==> src/rtl/conv_window_gen.sv <==
// conv_window_gen
//   Builds 3x3 pixel windows from a raster-order 8-bit pixel stream using two
//   line buffers and a 3x3 shift window. A window is produced for every
//   accepted pixel whose row and column are both at least 2. No edge padding
//   is applied.
//
// Ports
//   clk        rising-edge clock
//   rst_n      asynchronous active-low reset
//   in_valid   pixel offered on pix_in
//   in_sof     start-of-frame marker (qualified by an accept)
//   pix_in     8-bit unsigned pixel
//   in_ready   block can accept a pixel this cycle
//   win_out    3x3 window, pixel k = 3*row + col at bits [8k+7:8k]
//   out_valid  win_out holds a valid window
//   out_ready  downstream accepts the window
//   frame_done one-cycle pulse after the last pixel of a frame is accepted
module conv_window_gen #(
    parameter int IMG_W = 32,
    parameter int IMG_H = 32
) (
    input  logic        clk,
    input  logic        rst_n,
    input  logic        in_valid,
    input  logic        in_sof,
    input  logic [7:0]  pix_in,
    output logic        in_ready,
    output logic [71:0] win_out,
    output logic        out_valid,
    input  logic        out_ready,
    output logic        frame_done
);

    localparam int CW = (IMG_W > 1) ? $clog2(IMG_W) : 1;
    localparam int RW = (IMG_H > 1) ? $clog2(IMG_H) : 1;

    logic [CW-1:0] col;
    logic [RW-1:0] row;
    logic [CW-1:0] c_eff;
    logic [RW-1:0] r_eff;

    logic [7:0] lb0 [IMG_W];   // previous line
    logic [7:0] lb1 [IMG_W];   // line before that

    logic [7:0] win     [3][3];
    logic [7:0] win_nxt [3][3];
    logic [71:0] win_nxt_flat;

    logic accept;
    logic emit;
    logic last_pix;

    assign in_ready = !out_valid || out_ready;
    assign accept   = in_valid && in_ready;

    // A start-of-frame pixel is always (0,0), whatever the counters say.
    assign c_eff = in_sof ? '0 : col;
    assign r_eff = in_sof ? '0 : row;

    assign emit     = accept && (r_eff >= RW'(2)) && (c_eff >= CW'(2));
    assign last_pix = accept && (r_eff == RW'(IMG_H - 1)) && (c_eff == CW'(IMG_W - 1));

    // Window after the shift this accept would cause; also feeds win_out so
    // the output carries the window including the pixel just accepted.
    always_comb begin
        for (int unsigned r = 0; r < 3; r++) begin
            win_nxt[r][0] = win[r][1];
            win_nxt[r][1] = win[r][2];
        end
        win_nxt[0][2] = lb1[c_eff];
        win_nxt[1][2] = lb0[c_eff];
        win_nxt[2][2] = pix_in;
        win_nxt_flat  = '0;
        for (int unsigned r = 0; r < 3; r++) begin
            for (int unsigned q = 0; q < 3; q++) begin
                win_nxt_flat[8*(3*r+q) +: 8] = win_nxt[r][q];
            end
        end
    end

    // Line buffers carry no reset: rows 0 and 1 of every frame rewrite them
    // before any window depends on their contents.
    always_ff @(posedge clk) begin
        if (accept) begin
            lb1[c_eff] <= lb0[c_eff];
            lb0[c_eff] <= pix_in;
        end
    end

    always_ff @(posedge clk or negedge rst_n) begin
        if (!rst_n) begin
            col        <= '0;
            row        <= '0;
            win_out    <= '0;
            out_valid  <= 1'b0;
            frame_done <= 1'b0;
            for (int unsigned r = 0; r < 3; r++) begin
                for (int unsigned q = 0; q < 3; q++) begin
                    win[r][q] <= '0;
                end
            end
        end else begin
            frame_done <= last_pix;
            if (accept) begin
                for (int unsigned r = 0; r < 3; r++) begin
                    for (int unsigned q = 0; q < 3; q++) begin
                        win[r][q] <= win_nxt[r][q];
                    end
                end
                if (c_eff == CW'(IMG_W - 1)) begin
                    col <= '0;
                    row <= (r_eff == RW'(IMG_H - 1)) ? '0 : r_eff + RW'(1);
                end else begin
                    col <= c_eff + CW'(1);
                    row <= r_eff;
                end
            end
            if (emit) begin
                out_valid <= 1'b1;
                win_out   <= win_nxt_flat;
            end else if (out_ready) begin
                out_valid <= 1'b0;
            end
        end
    end

endmodule

==> config.mk <==
export PLATFORM = sky130hd
export DESIGN_NAME = conv_window_gen
export DESIGN_NICKNAME = d
export VERILOG_FILES = /design/src/rtl/conv_window_gen.sv
export SDC_FILE = /design/constraint.sdc
export NUM_CORES = 1
export LEC_CHECK = 0
export ABC_AREA = 1
export BUFFER_PORTS_ARGS = -buffer_cell sky130_fd_sc_hd__buf_2
export CORE_UTILIZATION = 50
export CTS_CLUSTER_SIZE = 28
export DETAILED_ROUTE_END_ITERATION = 6
export GPL_TIMING_DRIVEN = 0
export PLACE_DENSITY_LB_ADDON = 0.2
export SYNTH_ARGS = -nofsm -noshare
export SYNTH_HDL_FRONTEND = slang
export SYNTH_SLANG_ARGS = --single-unit
==> constraint.sdc <==
create_clock -name clk -period 2.9 [get_ports clk]
set_input_delay 0.145 -clock clk [delete_from_list [all_inputs] [get_ports clk]]
set_output_delay 0.145 -clock clk [all_outputs]
set_load 0.005 [all_outputs]
* Word level (Yosys, flattened, before mapping) *
Memory sizes are Yosys's and may differ from the RTL's.
Index checks and enable logic that the tools add are counted.

storage, ports and cells
  register bits after elaboration = 132
  latch bits = 0
  memory bits (writable) = 512
  memory bits (read-only) = 0
  input bits = 13
  word-level logic and storage cells = 36
  memories = 2

memory list
  name  depth  width  read ports  clocked after Yosys merged registers in  wr ports  line  RTL
  lb0   32     8      1           0                                        1         42    logic [7:0] lb0 [IMG_W];
  lb1   32     8      1           0                                        1         43    logic [7:0] lb1 [IMG_W];

cells by class
  add/subtract/negate cells = 2
  $mul = 0
  div/mod/pow operators = 0
  $lt $le $gt $ge = 2
  eq/ne operators = 2
  shift operators = 0
  multiplexer cells = 9
  bitwise logic cells = 0
  reductions and logical operators = 8

operators by type and width
  kind                                                  count
  two-way mux 5 bit                                     5
  adder 5 x 1 -> 5 bit (second input constant)          2
  equality test 5 bit (second input constant)           2
  >= comparator 5 x 2 -> 1 bit (second input constant)  2
  logical AND 1 bit                                     5
  two-way mux 1 bit                                     4
  nonzero test 2 bit                                    1
  zero test 1 bit                                       1
  logical OR 1 bit                                      1

* Logic depth before layout (Yosys ltp) *
  depth after elaboration = 6
  depth in mapped cells = 15
  depth with buffers taken out = 12

* Least setup slack after synthesis *
Ideal clock, no wire load.

  path kind = reg2reg
  start = reg col[1]
  end = mem lb0[11][0], enable pin
  setup time = 0.388 ns
  arrival = 2.215 ns
  required time = 2.512 ns
  path slack = 0.296 ns
  cell stages (with the launch flop) = 8
  buffers on the path = 2
  clock period less this slack = 2.604 ns
  cell sequence = dfrtp_1 > inv_1 > nor2_1 > clkbuf_1 > buf_2 > ha_1 > nand2_1 > nor2_1

between the ends
  longest elaborated chain between the ends = 1

ends and longest elaborated chain
  item                    line  RTL
  from (decl)             37    logic [CW-1:0] col;
  from (signal assigned)  114   col <= c_eff + CW'(1);
  two-way mux 5 bit       57    assign c_eff = in_sof ? '0 : col;
  to (decl)               42

No other way between the ends.

* Final worst setup path *
  start = reg col[3]
  end = mem lb1[25][6], enable pin

between the ends
  longest elaborated chain between the ends = 1

ends and longest elaborated chain
  item               line
  two-way mux 5 bit  57
  to (decl)          43

No other way between the ends.

==> impl_summary.txt <==
----------------------------------------------------
[Finish]
  Post-layout instance count excluding filler cells ... 3460
  Area of combinational cells with multiple inputs ... 6570 um2
  Final layout net count ... 2737
  Number of filler instances in the final layout ... 4156
  Register cell area after layout ... 18700 um2
  Fraction of final layout cells sized beyond drive strength 1 ... 13.9%
  Inserted Diodes ... 0
  Fraction of the core area covered by cells at the end of the flow ... 59.4%
  Area added between synthesis and finish ... 17.4%
  Final Instance Area ... 31100 um2

[Critical path]
  CP arrival ... 3210 ps
  Critical path required time ... 3190 ps
  Category of the critical setup timing path ... flip-flop to flip-flop
  Maximum fanout encountered on the critical timing path ... 12
  Kind of start point of the critical path ... flip-flop
  Critical path endpoint category ... flip-flop

[Synthesis]
  Post-synthesis sequential element count ... 644
  Count leader, synth ... nand2_1
  Average instance area after synthesis ... 10.6 um2
  Post-synthesis instance area ... 26500 um2
  Post-synthesis cell type count ... 31
  Cell types with the largest area share after synthesis ... edfxtp_1 58%, dfrtp_1 12%, nand2_1 9.6%, nor2_1 4.4%, o21ai_0 4.3%
  Part of the Yosys area used for sequential elements ... 70.4%
  Syn Inst Count ... 2507
  Fraction of registers with async set/reset ... 20.5%
  Flip-flop cell with the highest count after synthesis ... edfxtp_1
  Top cell types by occurrence after synthesis ... 679 x nand2_1, 512 x edfxtp_1, 310 x nor2_1, 264 x inv_1, 228 x o21ai_0
  Post-synth EDFFs ... 512
  Area share of the largest cell type after synthesis ... 57.9%
  Number of warning messages in the yosys log ... 0
  Syn_nets ... 2524
  Top cell type by total area after synthesis ... edfxtp_1

[STA]
  Final setup skew ... 23.0 ps
  Hold violation count in the final report ... 0
  Final worst setup slack ... -19.1 ps
  Setup repair after global routing missed its margin ... true
  Final worst path period share ... 101%
  Max-slew violations ... 0
  Endpoints failing setup ... 12
  Setup TNS ... -164 ps
  Shortest period the worst path allows ... 2920 ps
  Slew HR ... 39.1%
  Slew at the pin with the worst max-slew slack ... 910 ps
  Highest Clock Rate ... 343 MHz

[Floorplan]
  Row cnt ... 84
  Core area ... 52400 um2
  Effective utilization at floorplan ... 50.6%
  Die Footprint ... 54000 um2
  Horiz. Die Dim ... 232 um
  Number of ports placed on the die boundary ... 88
  Height of the die ... 232 um

[Clocking]
  CTS H-tree depth ... 3
  CTS clock-pin slew for the worst setup and hold paths ... 60 ps
  TritonCTS clock tree ... yes
  Number of sinks on the clock net ... 644
  CTS buffer count ... 66
  Worst-case clock buffer depth ... 3
  Clock root buffer master ... clkbuf_16
  Clk_lat worst skew ... 600 ps

[Routing]
  Via count ... 19325
  WL final ... 78500 um
  Number of search-and-repair iterations in the first detailed-routing pass ... 6
  Routed wirelength normalized by instance count ... 22.7 um
  Post-detailed-route count of antenna-violating nets ... 0
  Initial DRC count ... 2512
  Average vias per placed instance ... 5.59
  Total DRC errors in the routed layout ... 0

[GRT]
  GRT Resource Usage Total ... 29.5%
  Global-route wire length before repair ... 116000 um
  Leftover overflow at the end of global routing ... 0
  Largest net degree at the start of global routing ... 84
  Initial antenna violation count ... 1
  Number of global-route vias before repair ... 18480

[Placement]
  Final weighted congestion in routability-driven placement ... 0.929
  DP Area ... 28400 um2
  Worst slack at placement ... -1060 ps
  Post-DP HPWL ... 51100 um
  Placed Instances ... 3311
  Number of input and output port buffers inserted ... 87

[Flow run]
  Number of violations of the max-capacitance limit ... 0

[Power and ir drop]
  Maximum resistive drop on vdd ... 0.383 mV
  Lkg Pwr ... 13.0 nW
  Power density normalized to cell area ... 690 nW/um2

[Outcome]
  Outcome ... complete, but fails checks
  Violated checks ... setup timing

[Worst hold path]
  Worst hold-check path type ... input port to asynchronous set/reset pin

----------------------------------------------------
-- registers in the layout (all words and copies together) (netlist names) --
name,cells
row,5
win_out,72
lb0,256
frame_done,1
col,5
win,48
lb1,256
out_valid,1
-- worst max-delay path: stages, from the launching register on --
cell	delay (ps)
dfrtp_1	360
nand2_2	130
inv_1	150
nand2_1	140
nor2_1	720
inv_1	430
nor2_4	450
buf_16	220
-- area by class of cell --
type	instances	share of cell area (%)
Clock inverter	22	0.370
Multi-Input combinational cell	1474	21.1
Sequential cell	644	60.0
Clock buffer	98	6.20
Tap cell	688	2.76
Timing Repair Buffer	146	4.23
Inverter	267	3.23
Buffer	121	2.13
-- cells by family (layout without fill, tap and decap cells) --
family                   Yosys count  count (layout)  share of synthesized area (%)
AO/OA/AOI/OAI                    282             282                           5.37
AND/OR/NAND/NOR                 1187            1187                           17.9
buffers and inverters            389             654                           6.13
XOR/XNOR                           1               1                         0.0330
flip-flops                       644             644                           70.4
adder cells (fa/ha/maj)            4               4                          0.189
-- final timing paths --
kind,startpoint,end,slack [ps],depth (start not counted)
max in group asynchronous,rst_n,win_out[45],2040,3
min in group clk,pix_in[7],win_out[71],120,3
max,col[3],lb1[25][6],-20,7
min,rst_n,win[12],80,2
max reg2reg,col[3],lb1[25][6],-20,7
min reg2reg,win[37],win_out[29],470,2
-- per-stage QoR --
| step | total power (W) | hold slack, ps |
|---|---|---|
| 4_1_cts | 0.0215 | 73.4 |
| 2_1_floorplan | 0.0122 | -151 |
| 3_3_place_gp | 0.0133 | 411 |
| 5_1_grt | 0.0221 | 119 |
| 3_5_place_dp | 0.0134 | 126 |
| 6_report | 0.0215 | 80.2 |
-- where the power goes --
group / leakage, nW / switching [W] / internal (W) / total, W
clock: 0.984 / 0.00351 / 0.00462 / 0.00813
sequential: 6.34 / 0.000180 / 0.0106 / 0.0108
combinational: 5.71 / 0.00189 / 0.000665 / 0.00256
-- what timing repair did --
item / CTS / global route
hold buffers: 2 / 0
endpoints found under the hold margin: 103 / 0
pin swaps: 17 / 2
gates resized for setup: 55 / 24
buffers inserted: 26 / 2
endpoints found under the setup margin: 777 / 393
-- layer usage --
| layer | track usage (%) | vias to the layer above | share of wire, % |
|---|---|---|---|
| met5 | 0 | - | 0 |
| met4 | 17.6 | 0 | 6.2 |
| met3 | 6.97 | 315 | 11 |
| met2 | 44.7 | 1217 | 44 |
| met1 | 38.6 | 9127 | 39 |
| li1 | - | 8666 | - |
-- cell usage in the layout (no fill, tap or decap), types with 10 or more instances in the layout --
cell       synthesis  final
buf_12             0     12
buf_2             50    130
buf_4             15     34
buf_6              6     10
buf_8              0     22
clkbuf_1          49     64
clkbuf_16          0     72
clkinv_1           1     10
dfrtp_1          132    132
edfxtp_1         512    512
inv_1            264    264
nand2_1          679    669
nand3_1          166    164
nor2_1           310    275
nor2_4             0     31
o21ai_0          228    228
o21ai_1           42     42
or2_2             14     14
Power figures use the tool's default switching activity.
